$ cat src/rtl/line_mem_adapter_if.sv
// Cache-side line port of line_mem_adapter: one 128-bit line request/response channel.
// The cache drives the master side; the adapter implements the slave side.
interface line_mem_adapter_if;
  logic         mem_r;
  logic         mem_w;
  logic [31:0]  mem_addr;
  logic [127:0] mem_w_data;
  logic [127:0] mem_r_data;
  logic         mem_ready;
  logic         busy;

  modport master (
    output mem_r, mem_w, mem_addr, mem_w_data,
    input  mem_r_data, mem_ready, busy
  );

  modport slave (
    input  mem_r, mem_w, mem_addr, mem_w_data,
    output mem_r_data, mem_ready, busy
  );
endinterface

$ cat src/rtl/line_mem_adapter.sv
// Splits 128-bit cache line reads/writes into four 32-bit beats on a synchronous word RAM,
// with a fixed number of wait states ahead of each transaction and a one-cycle ready pulse.
module line_mem_adapter #(
  parameter int ADDR_WIDTH  = 12,
  parameter int WAIT_CYCLES = 2
) (
  input  logic                  clk,
  input  logic                  rstn,
  line_mem_adapter_if.slave     bus,
  output logic [ADDR_WIDTH-1:0] ram_addr,
  output logic                  ram_we,
  output logic [31:0]           ram_wdata,
  input  logic [31:0]           ram_rdata
);

  typedef enum logic [2:0] {
    S_IDLE = 3'd0,
    S_WAIT = 3'd1,
    S_RD   = 3'd2,
    S_WR   = 3'd3,
    S_RESP = 3'd4
  } state_t;

  localparam bit         HAS_WAIT  = (WAIT_CYCLES > 0);
  localparam logic [7:0] WAIT_LAST = HAS_WAIT ? 8'(WAIT_CYCLES - 1) : 8'd0;

  state_t                  state_r, state_s;
  logic [7:0]              cnt_r, cnt_s;
  logic                    op_wr_r, op_wr_s;
  logic [ADDR_WIDTH-3:0]   line_r, line_s;
  logic [3:0][31:0]        wbuf_r, wbuf_s;
  logic [3:0][31:0]        rbuf_r;
  logic [1:0]              cap_idx_s;

  logic [ADDR_WIDTH-1:0]   ram_addr_r, ram_addr_s;
  logic                    ram_we_r, ram_we_s;
  logic [31:0]             ram_wdata_r, ram_wdata_s;
  logic                    mem_ready_r, mem_ready_s;
  logic                    busy_r, busy_s;

  // Next-state logic; outputs are precomputed from the next state so they can be registered.
  always_comb begin
    state_s = state_r;
    cnt_s   = cnt_r;
    op_wr_s = op_wr_r;
    line_s  = line_r;
    wbuf_s  = wbuf_r;
    case (state_r)
      S_IDLE: begin
        if (bus.mem_w || bus.mem_r) begin
          op_wr_s = bus.mem_w;
          line_s  = bus.mem_addr[ADDR_WIDTH+1:4];
          wbuf_s  = bus.mem_w_data;
          cnt_s   = 8'd0;
          if (HAS_WAIT) begin
            state_s = S_WAIT;
          end else if (bus.mem_w) begin
            state_s = S_WR;
          end else begin
            state_s = S_RD;
          end
        end else begin
          state_s = S_IDLE;
        end
      end
      S_WAIT: begin
        if (cnt_r >= WAIT_LAST) begin
          cnt_s   = 8'd0;
          state_s = op_wr_r ? S_WR : S_RD;
        end else begin
          cnt_s = cnt_r + 8'd1;
        end
      end
      S_RD: begin
        // Extra fifth cycle collects the data for the address issued at beat 3.
        if (cnt_r == 8'd4) begin
          cnt_s   = 8'd0;
          state_s = S_RESP;
        end else begin
          cnt_s = cnt_r + 8'd1;
        end
      end
      S_WR: begin
        if (cnt_r == 8'd3) begin
          cnt_s   = 8'd0;
          state_s = S_RESP;
        end else begin
          cnt_s = cnt_r + 8'd1;
        end
      end
      S_RESP: begin
        cnt_s   = 8'd0;
        state_s = S_IDLE;
      end
      default: begin
        cnt_s   = 8'd0;
        state_s = S_IDLE;
      end
    endcase

    ram_we_s    = (state_s == S_WR);
    mem_ready_s = (state_s == S_RESP);
    busy_s      = (state_s != S_IDLE);
    if ((state_s == S_WR) || ((state_s == S_RD) && (cnt_s < 8'd4))) begin
      ram_addr_s = {line_s, cnt_s[1:0]};
    end else begin
      ram_addr_s = ram_addr_r;
    end
    if (state_s == S_WR) begin
      ram_wdata_s = wbuf_s[cnt_s[1:0]];
    end else begin
      ram_wdata_s = ram_wdata_r;
    end
    cap_idx_s = cnt_r[1:0] - 2'd1;
  end

  // Control state, latched request and registered RAM/cache outputs.
  always_ff @(posedge clk or negedge rstn) begin
    if (!rstn) begin
      state_r     <= S_IDLE;
      cnt_r       <= 8'd0;
      op_wr_r     <= 1'b0;
      line_r      <= '0;
      wbuf_r      <= '0;
      ram_addr_r  <= '0;
      ram_we_r    <= 1'b0;
      ram_wdata_r <= 32'd0;
      mem_ready_r <= 1'b0;
      busy_r      <= 1'b0;
    end else begin
      state_r     <= state_s;
      cnt_r       <= cnt_s;
      op_wr_r     <= op_wr_s;
      line_r      <= line_s;
      wbuf_r      <= wbuf_s;
      ram_addr_r  <= ram_addr_s;
      ram_we_r    <= ram_we_s;
      ram_wdata_r <= ram_wdata_s;
      mem_ready_r <= mem_ready_s;
      busy_r      <= busy_s;
    end
  end

  // Read line buffer: beat c captures the word addressed in beat c-1.
  always_ff @(posedge clk or negedge rstn) begin
    if (!rstn) begin
      rbuf_r <= '0;
    end else if ((state_r == S_RD) && (cnt_r != 8'd0)) begin
      rbuf_r[cap_idx_s] <= ram_rdata;
    end else begin
      rbuf_r <= rbuf_r;
    end
  end

  assign ram_addr       = ram_addr_r;
  assign ram_we         = ram_we_r;
  assign ram_wdata      = ram_wdata_r;
  assign bus.mem_ready  = mem_ready_r;
  assign bus.busy       = busy_r;
  assign bus.mem_r_data = rbuf_r;

endmodule

$ cat src/flat_wrapper.sv
// flat-port wrapper written by rule: the top's interface ports become plain ports
module line_mem_adapter_flat 
#(
  parameter int ADDR_WIDTH  = 12,
  parameter int WAIT_CYCLES = 2
)
  (clk, rstn, ram_addr, ram_we, ram_wdata, ram_rdata, bus_mem_r, bus_mem_w, bus_mem_addr, bus_mem_w_data, bus_mem_r_data, bus_mem_ready, bus_busy);
  line_mem_adapter_if bus_i ();
  input  logic clk;
  input  logic rstn;
  output logic [ADDR_WIDTH-1:0] ram_addr;
  output logic ram_we;
  output logic [31:0] ram_wdata;
  input  logic [31:0] ram_rdata;
  input wire logic [$bits(bus_i.mem_r)-1:0] bus_mem_r;
  input wire logic [$bits(bus_i.mem_w)-1:0] bus_mem_w;
  input wire logic [$bits(bus_i.mem_addr)-1:0] bus_mem_addr;
  input wire logic [$bits(bus_i.mem_w_data)-1:0] bus_mem_w_data;
  output wire logic [$bits(bus_i.mem_r_data)-1:0] bus_mem_r_data;
  output wire logic [$bits(bus_i.mem_ready)-1:0] bus_mem_ready;
  output wire logic [$bits(bus_i.busy)-1:0] bus_busy;
  assign bus_i.mem_r = bus_mem_r;
  assign bus_i.mem_w = bus_mem_w;
  assign bus_i.mem_addr = bus_mem_addr;
  assign bus_i.mem_w_data = bus_mem_w_data;
  assign bus_mem_r_data = bus_i.mem_r_data;
  assign bus_mem_ready = bus_i.mem_ready;
  assign bus_busy = bus_i.busy;
  line_mem_adapter #(.ADDR_WIDTH(ADDR_WIDTH), .WAIT_CYCLES(WAIT_CYCLES)) u_core (.clk(clk), .rstn(rstn), .bus(bus_i), .ram_addr(ram_addr), .ram_we(ram_we), .ram_wdata(ram_wdata), .ram_rdata(ram_rdata));
endmodule
$ cat config.mk
export PLATFORM = sky130hd
export DESIGN_NAME = line_mem_adapter_flat
export DESIGN_NICKNAME = d
export VERILOG_FILES = /design/src/rtl/line_mem_adapter_if.sv /design/src/rtl/line_mem_adapter.sv /design/src/flat_wrapper.sv
export SDC_FILE = /design/constraint.sdc
export NUM_CORES = 1
export LEC_CHECK = 0
export CAP_MARGIN = 20
export CORE_UTILIZATION = 40
export DETAILED_ROUTE_END_ITERATION = 7
export PLACE_DENSITY_LB_ADDON = 0.1
export SYNTH_ARGS = -nofsm -noshare
export SYNTH_HDL_FRONTEND = slang
export SYNTH_SLANG_ARGS = --single-unit
$ cat constraint.sdc
create_clock -name clk -period 3.2 [get_ports clk]
set_clock_uncertainty 0.2 [all_clocks]
set_input_delay 0.32 -clock clk [delete_from_list [all_inputs] [get_ports clk]]
set_output_delay 0.32 -clock clk [all_outputs]
set_load 0.01 [all_outputs]
==> impl_metrics.ini, run 1 <==
[yosys]
seq_area_frac_synth_pct = 59.2
synth_nets = 1122
synth-edff-count = 0
synth_seq_cells = 325
synth.top_cells.by_area = dfrtp_1, mux2_2, mux2i_1
synthMuxAreaShare_pct = 31.5
synth_ff_type = dfrtp_1
synthXorXnorAreaFrac_pct = 0.0637
synth.top_cell.area_share_pct = 59.2
yosys.area.top_type = dfrtp_1
synth_cell_types = 51
synth_top_family_by_area = multiplexers
syn-cell-area_um2 = 13700
synthAdderAreaFrac_pct = 0.455
yosysWarningCount = 0
syn_area_per_cell_um2 = 14.9
ys_async_sr_fraction_pct = 100
synth_cells = 921
synthSimpleGateAreaFrac_pct = 3.47
synth_compound_area_share_pct = 3.12

[run]
drv_cap = 0

[critical_path]
startpoint_type = flip-flop
slowest_stage = dfrtp_1
crit_buf_inv = 5
r2r_setup_slack_ps = 110
cp.depth = 13
critPathArrivalTime_ps = 3290
worst-setup-path-type = reg2reg
r2r_cells = 13
path_max_fanout = 18
endpoint_kind = flip-flop
r2r-end = u_core.ram_wdata[23]$_DFFE_PN0P_
required_ps = 3400
crit_family = buffers and inverters
reg2reg_from = u_core.cnt_r[0]$_DFF_PN0_
max_stage_delay_ps = 400
crit_chain = inv_2, ha_1, buf_4, nand3b_1, buf_4, a211oi_2, o22ai_4, a22oi_2, buf_12, buf_6, mux2i_1, mux2i_1, mux2_2

[global_routing]
grt_pass1_vias = 9432
overflow = 0
antenna_found_initial = 4
grt_max_degree = 77
grt_pass1_wl_um = 54200
grt.total_usage_pct = 19.6

[power]
switching_share_pct = 32.2
combinationalPowerShare_pct = 50.0
peakVddDrop_v = 0.000489
internal_power_uw = 15200
p_clk_share_pct = 18.4
p_per_area_nw_per_um2 = 1140
switching_power_uw = 7190
power.leakage_uw = 0.00859
p_seq_share_pct = 31.6

[place]
io_buffers = 348
dp.cells = 1717
hpwl_um = 23600
place_area_um2 = 18200
place_congestion = 0.829

[timing]
fin_crit_ps = 3090
fmax_ghz = 0.324
report.final.hold_viol_count = 0
drv_slew = 0
worst_slew_margin_rel_pct = 56.9
finalCritPeriodShare_pct = 96.5
setup_viol = 0
worstMarginPinSlew_ps = 646

[cells_and_area]
final_cell_mix = clkdlybuf4s50_1, dfrtp_1, mux2_2
finalNetCount = 1519
area_growth_syn_to_layout_pct = 42.4
fillers = 2739
diodes = 0
finalNonFillerCells = 1791
stdcell_area_um2 = 19600
drive_above_1_share_pct = 32.7
final_common_cell = clkdlybuf4s50_1

[outcome]
status = complete, no violations

[detailed_routing]
via_per_inst = 5.05
initialDrtViolationCount = 373
vias = 9051
drt_pass1_iterations = 5
wl_um = 34900
ant_nets = 0
avgRoutedWirePerCell_um = 19.5
drc = 0

[floorplanning]
core_area_um2 = 33700
die_y_um = 187
ios = 371
start_util_pct = 40.8
rows = 67
fp.dieArea_um2 = 35100
chipWidth_um = 187

[clock_tree]
clkLatencyLatePin_ps = 510
cts_tree = built
clk_path_buf_depth = 3
cts_buffers = 37
clockRootBuffer = clkbuf_16
cts.sinks = 325
htree_levels = 2
clk_transition_reported_paths_ps = 60

[hold_path]
hold_path.class = in2async
-- repair_timing --
action	4_1_cts	5_1_grt
hold buffers	1	0
endpoints found under the hold margin	69	0
gates resized for setup	0	25
setup buffers	0	5
setup endpoints to repair	20	42
cloned	0	4
pin swaps	0	7
-- worst max path at each step --
stage	end	start
4_1_cts	u_core.ram_wdata[21]$_DFFE_PN0P_	u_core.cnt_r[0]$_DFF_PN0_
5_1_grt	u_core.ram_wdata[14]$_DFFE_PN0P_	u_core.cnt_r[0]$_DFF_PN0_
2_1_floorplan	u_core.ram_wdata[2]$_DFFE_PN0P_	u_core.cnt_r[0]$_DFF_PN0_
3_5_place_dp	u_core.ram_wdata[21]$_DFFE_PN0P_	u_core.cnt_r[0]$_DFF_PN0_
6_report	u_core.ram_wdata[23]$_DFFE_PN0P_	u_core.cnt_r[0]$_DFF_PN0_
3_3_place_gp	u_core.ram_wdata[30]$_DFFE_PN0P_	u_core.cnt_r[0]$_DFF_PN0_
-- metal layers --
metal,track usage [%],vias to the layer above,wire length [um],part of all wire (%)
met5,0,-,50,0.14
met4,4.92,8,673,1.9
met3,5.97,54,2820,8.1
met2,31.6,312,16400,47
met1,25.7,4518,14900,43
li1,-,4159,-,-
-- metrics by stage --
stage	TNS (ps)	worst slack (ps)	power (uW)	util, %	hold WS (ps)
after floorplan	0	99.1	13500	-	-176
after global placement	-17.4	-17.4	17800	53.9	165
after detailed placement	-154	-35.3	18000	53.9	166
after CTS	-499	-52.8	22200	57.4	216
after global routing	-65.2	-17.9	23800	58.1	221
final	0	113	22400	58.1	199
-- state kept, by name, indices dropped and copies added (netlist names) --
signal                 count
u_core.bus.mem_r_data    128
u_core.ram_we              1
u_core.ram_addr           12
u_core.line_r             10
u_core.op_wr_r             1
u_core.wbuf_r            128
u_core.state_r             3
u_core.bus.busy            1
u_core.bus.mem_ready       1
u_core.ram_wdata          32
u_core.cnt_r               8
-- cells in the mapped netlist (all sizes together), types with 3 or more instances --
cell type and count:
nand2 20, nand2b 4, mux2 298, and2 11, nand3 6, or3 3
o21ai 5, nand3b 3, mux2i 97, a222oi 11, nand4 13, dfrtp 325
nor2 4, nor4 3, nor3 8, clkbuf 28, ha 5, inv 9
o211ai 11, buf 27
-- cells by family (layout without fill, tap and decap cells) --
kind of cell / count (synthesis) / after routing
AOI/OAI and AO/OA: 47 / 47
and+or+nand+nor: 84 / 85
xor gates and xnor gates: 1 / 1
buffers and inverters: 64 / 485
adders and majority gates: 5 / 5
muxes: 395 / 395
DFF: 325 / 325
-- power by group through the flow --
stage	Combinational (uW)	Clock [uW]	Sequential (uW)
3_3_place_gp	10700	0	7060
3_5_place_dp	10900	0	7130
2_1_floorplan	5970	0	7540
4_1_cts	10900	4230	7070
5_1_grt	12000	4400	7320
6_report	11200	4120	7060
-- cell type report --
type	count	area, um2	share of cell area, %
clock inverters	6	58.8	0.300
well taps	448	561	2.86
clock buffers	58	1130	5.76
repair buffers	412	4250	21.7
multi-input cells	533	5410	27.7
flip-flops and latches	325	8130	41.5
inverters	9	33.8	0.173
No activity file was read; power rests on OpenSTA's default activity.
==> inputs of run 2 (changes only) <==
--- a/config.mk
+++ b/config.mk
@@ -6,7 +6,7 @@
 export NUM_CORES = 1
 export LEC_CHECK = 0
 export CAP_MARGIN = 20
-export CORE_UTILIZATION = 40
+export CORE_UTILIZATION = 44
 export DETAILED_ROUTE_END_ITERATION = 7
 export PLACE_DENSITY_LB_ADDON = 0.1
 export SYNTH_ARGS = -nofsm -noshare
==> run 2 against run 1 <==
- first-iteration DRC count is 16% higher
- total power down 1.0%
- clock power grew 2%
- register-to-register slack worse by 30 ps
- non-clock buffer count down 8
- routed wire length shrank 4.7%
- final area decreased by 1.0%
- setup slack got worse by 31 ps
- flip-flop and latch count did not move
- die area fell by 9.0%
==> impl_metrics.ini, run 2 (synthesized netlist as in run 1, its figures left out) <==
[outcome]
status = complete, no violations

[timing]
worst_slew_margin_rel_pct = 59.6
fin_tns_setup_ps = 0
setup_viol = 0
fin_crit_ps = 3120
report.final.hold_viol_count = 0
setup_ws_ps = 82.1
drv_slew = 0
fmax_ghz = 0.321
finalCritPeriodShare_pct = 97.4
worstMarginPinSlew_ps = 605

[global_routing]
grt.busiest_layer = met2
grt.total_usage_pct = 21.0
grt_use_met1_pct = 26.2
grt_pass1_wl_um = 52100
grt_pass1_vias = 9381
grt_use_met3_pct = 6.47
antenna_found_initial = 4
overflow = 0
grt_max_degree = 70
use_met2_pct = 35.0

[floorplanning]
ios = 371
core_area_um2 = 30700
chipWidth_um = 179
start_util_pct = 44.8
fp.dieArea_um2 = 31900
rows = 64
die_y_um = 179

[cells_and_area]
final_common_cell = clkdlybuf4s50_1
area_growth_syn_to_layout_pct = 40.9
final_cell_mix = clkdlybuf4s50_1, dfrtp_1, mux2_2
fillers = 2429
finalNonFillerCells = 1736
drive_above_1_share_pct = 31.8
finalNetCount = 1511

[critical_path]
critPathArrivalTime_ps = 3310
startpoint_type = flip-flop
endpoint_kind = flip-flop
worst-setup-path-type = reg2reg
path_max_fanout = 21
required_ps = 3390

[detailed_routing]
via_per_inst = 5.20
wl_um = 33200
initialDrtViolationCount = 431
avgRoutedWirePerCell_um = 19.1
drt_pass1_iterations = 4
ant_nets = 0
drc = 0
vias = 9023

[power]
peakVddDrop_v = 0.000613
p_per_area_nw_per_um2 = 1140
finalPower_uw = 22100
power.leakage_uw = 0.00851

[place]
io_buffers = 348
place_congestion = 0.809
dp_slack_ps = -6.71
hpwl_um = 22900
dp.cells = 1660

[clock_tree]
clk_transition_reported_paths_ps = 60
cts.sinks = 325
clkLatencyLatePin_ps = 520
clockRootBuffer = clkbuf_16
cts_buffers = 37
htree_levels = 2
cts_tree = built
clk_path_buf_depth = 3

[hold_path]
hold_path.class = in2async

[run]
drv_cap = 0
run 2: changes by cell type in the layout (fill, tap and decap cells not counted), sizes merged:
cell	change
diode	+2
clkbuf	+1
bufinv	+1
inv	+1
buf	-6
clkinv	-2
run 2: cell type report:
type | count | area, um2 | share of cell area [%]
diodes | 2 | 5.00 | 0.0258
clock buffers | 61 | 1130 | 5.83
repair buffers | 404 | 4090 | 21.1
inverters | 9 | 33.8 | 0.174
flip-flops and latches | 325 | 8130 | 42.0
clock inverters | 6 | 87.6 | 0.452
multi-input cells | 533 | 5400 | 27.9
well taps | 396 | 495 | 2.56
run 2: worst max-delay path: stages, from the launching register on:
cell     delay (ps)
dfrtp_1         410
inv_1            80
ha_1            160
or3b_4          400
or4_4           520
o22ai_4         190
a22oi_2         120
buf_6           180
buf_12          170
mux2i_2         180
mux2i_1         100
mux2_2          270
run 2: report_power, final:
part	total [uW]	internal, uW	switching, uW	leakage (uW)
registers	7060	6240	825	0.00383
clock network	4200	2570	1630	0.000594
logic	10900	6240	4630	0.00408
run 2: repair_timing:
action / 4_1_cts / 5_1_grt
hold buffers: 1 / 0
resized for setup: 1 / 15
endpoints found under the setup margin: 23 / 38
endpoints found under the hold margin: 57 / 0
cloned: 0 / 1
setup buffers: 0 / 5
pin swaps: 0 / 2
run 2: worst paths after layout:
check | start | endpoint | slack (ps) | cells past startpoint
hold / removal | rstn | u_core.bus.mem_r_data[107]$_DFFE_PN0P_ | 120 | 2
hold reg to reg | u_core.wbuf_r[40]$_DFF_PN0_ | u_core.wbuf_r[40]$_DFF_PN0_ | 290 | 1
min in group clk | bus_mem_w_data[30] | u_core.wbuf_r[30]$_DFF_PN0_ | 230 | 2
max in group asynchronous | rstn | u_core.ram_wdata[17]$_DFFE_PN0P_ | 1820 | 3
setup reg to reg | u_core.cnt_r[0]$_DFF_PN0_ | u_core.ram_wdata[17]$_DFFE_PN0P_ | 80 | 11
setup / recovery | u_core.cnt_r[0]$_DFF_PN0_ | u_core.ram_wdata[17]$_DFFE_PN0P_ | 80 | 11
run 2: per-layer routing:
metal,part of all wire [%],routed length [um]
met1,42,13800
met2,48,16100
met5,0,0
met3,8.0,2640
met4,2.0,655
run 2: through the flow:
step / hold slack, ps / instance area, um2 / utilization, %
global placement: 112 / 18000 / 58.8
CTS: 162 / 19300 / 62.8
finish: 118 / 19400 / 63.2
detailed placement: 113 / 18000 / 58.8
global route: 165 / 19400 / 63.2
floorplan: -176 / 13700 / -
==> inputs of run 3 (changes only) <==
--- a/config.mk
+++ b/config.mk
@@ -8,6 +8,7 @@
 export CAP_MARGIN = 20
 export CORE_UTILIZATION = 44
 export DETAILED_ROUTE_END_ITERATION = 7
+export HOLD_SLACK_MARGIN = 0.1
 export PLACE_DENSITY_LB_ADDON = 0.1
 export SYNTH_ARGS = -nofsm -noshare
 export SYNTH_HDL_FRONTEND = slang
==> results of run 3 <==
Same layout as run 2: the final DEF is identical, and so are final timing and power.
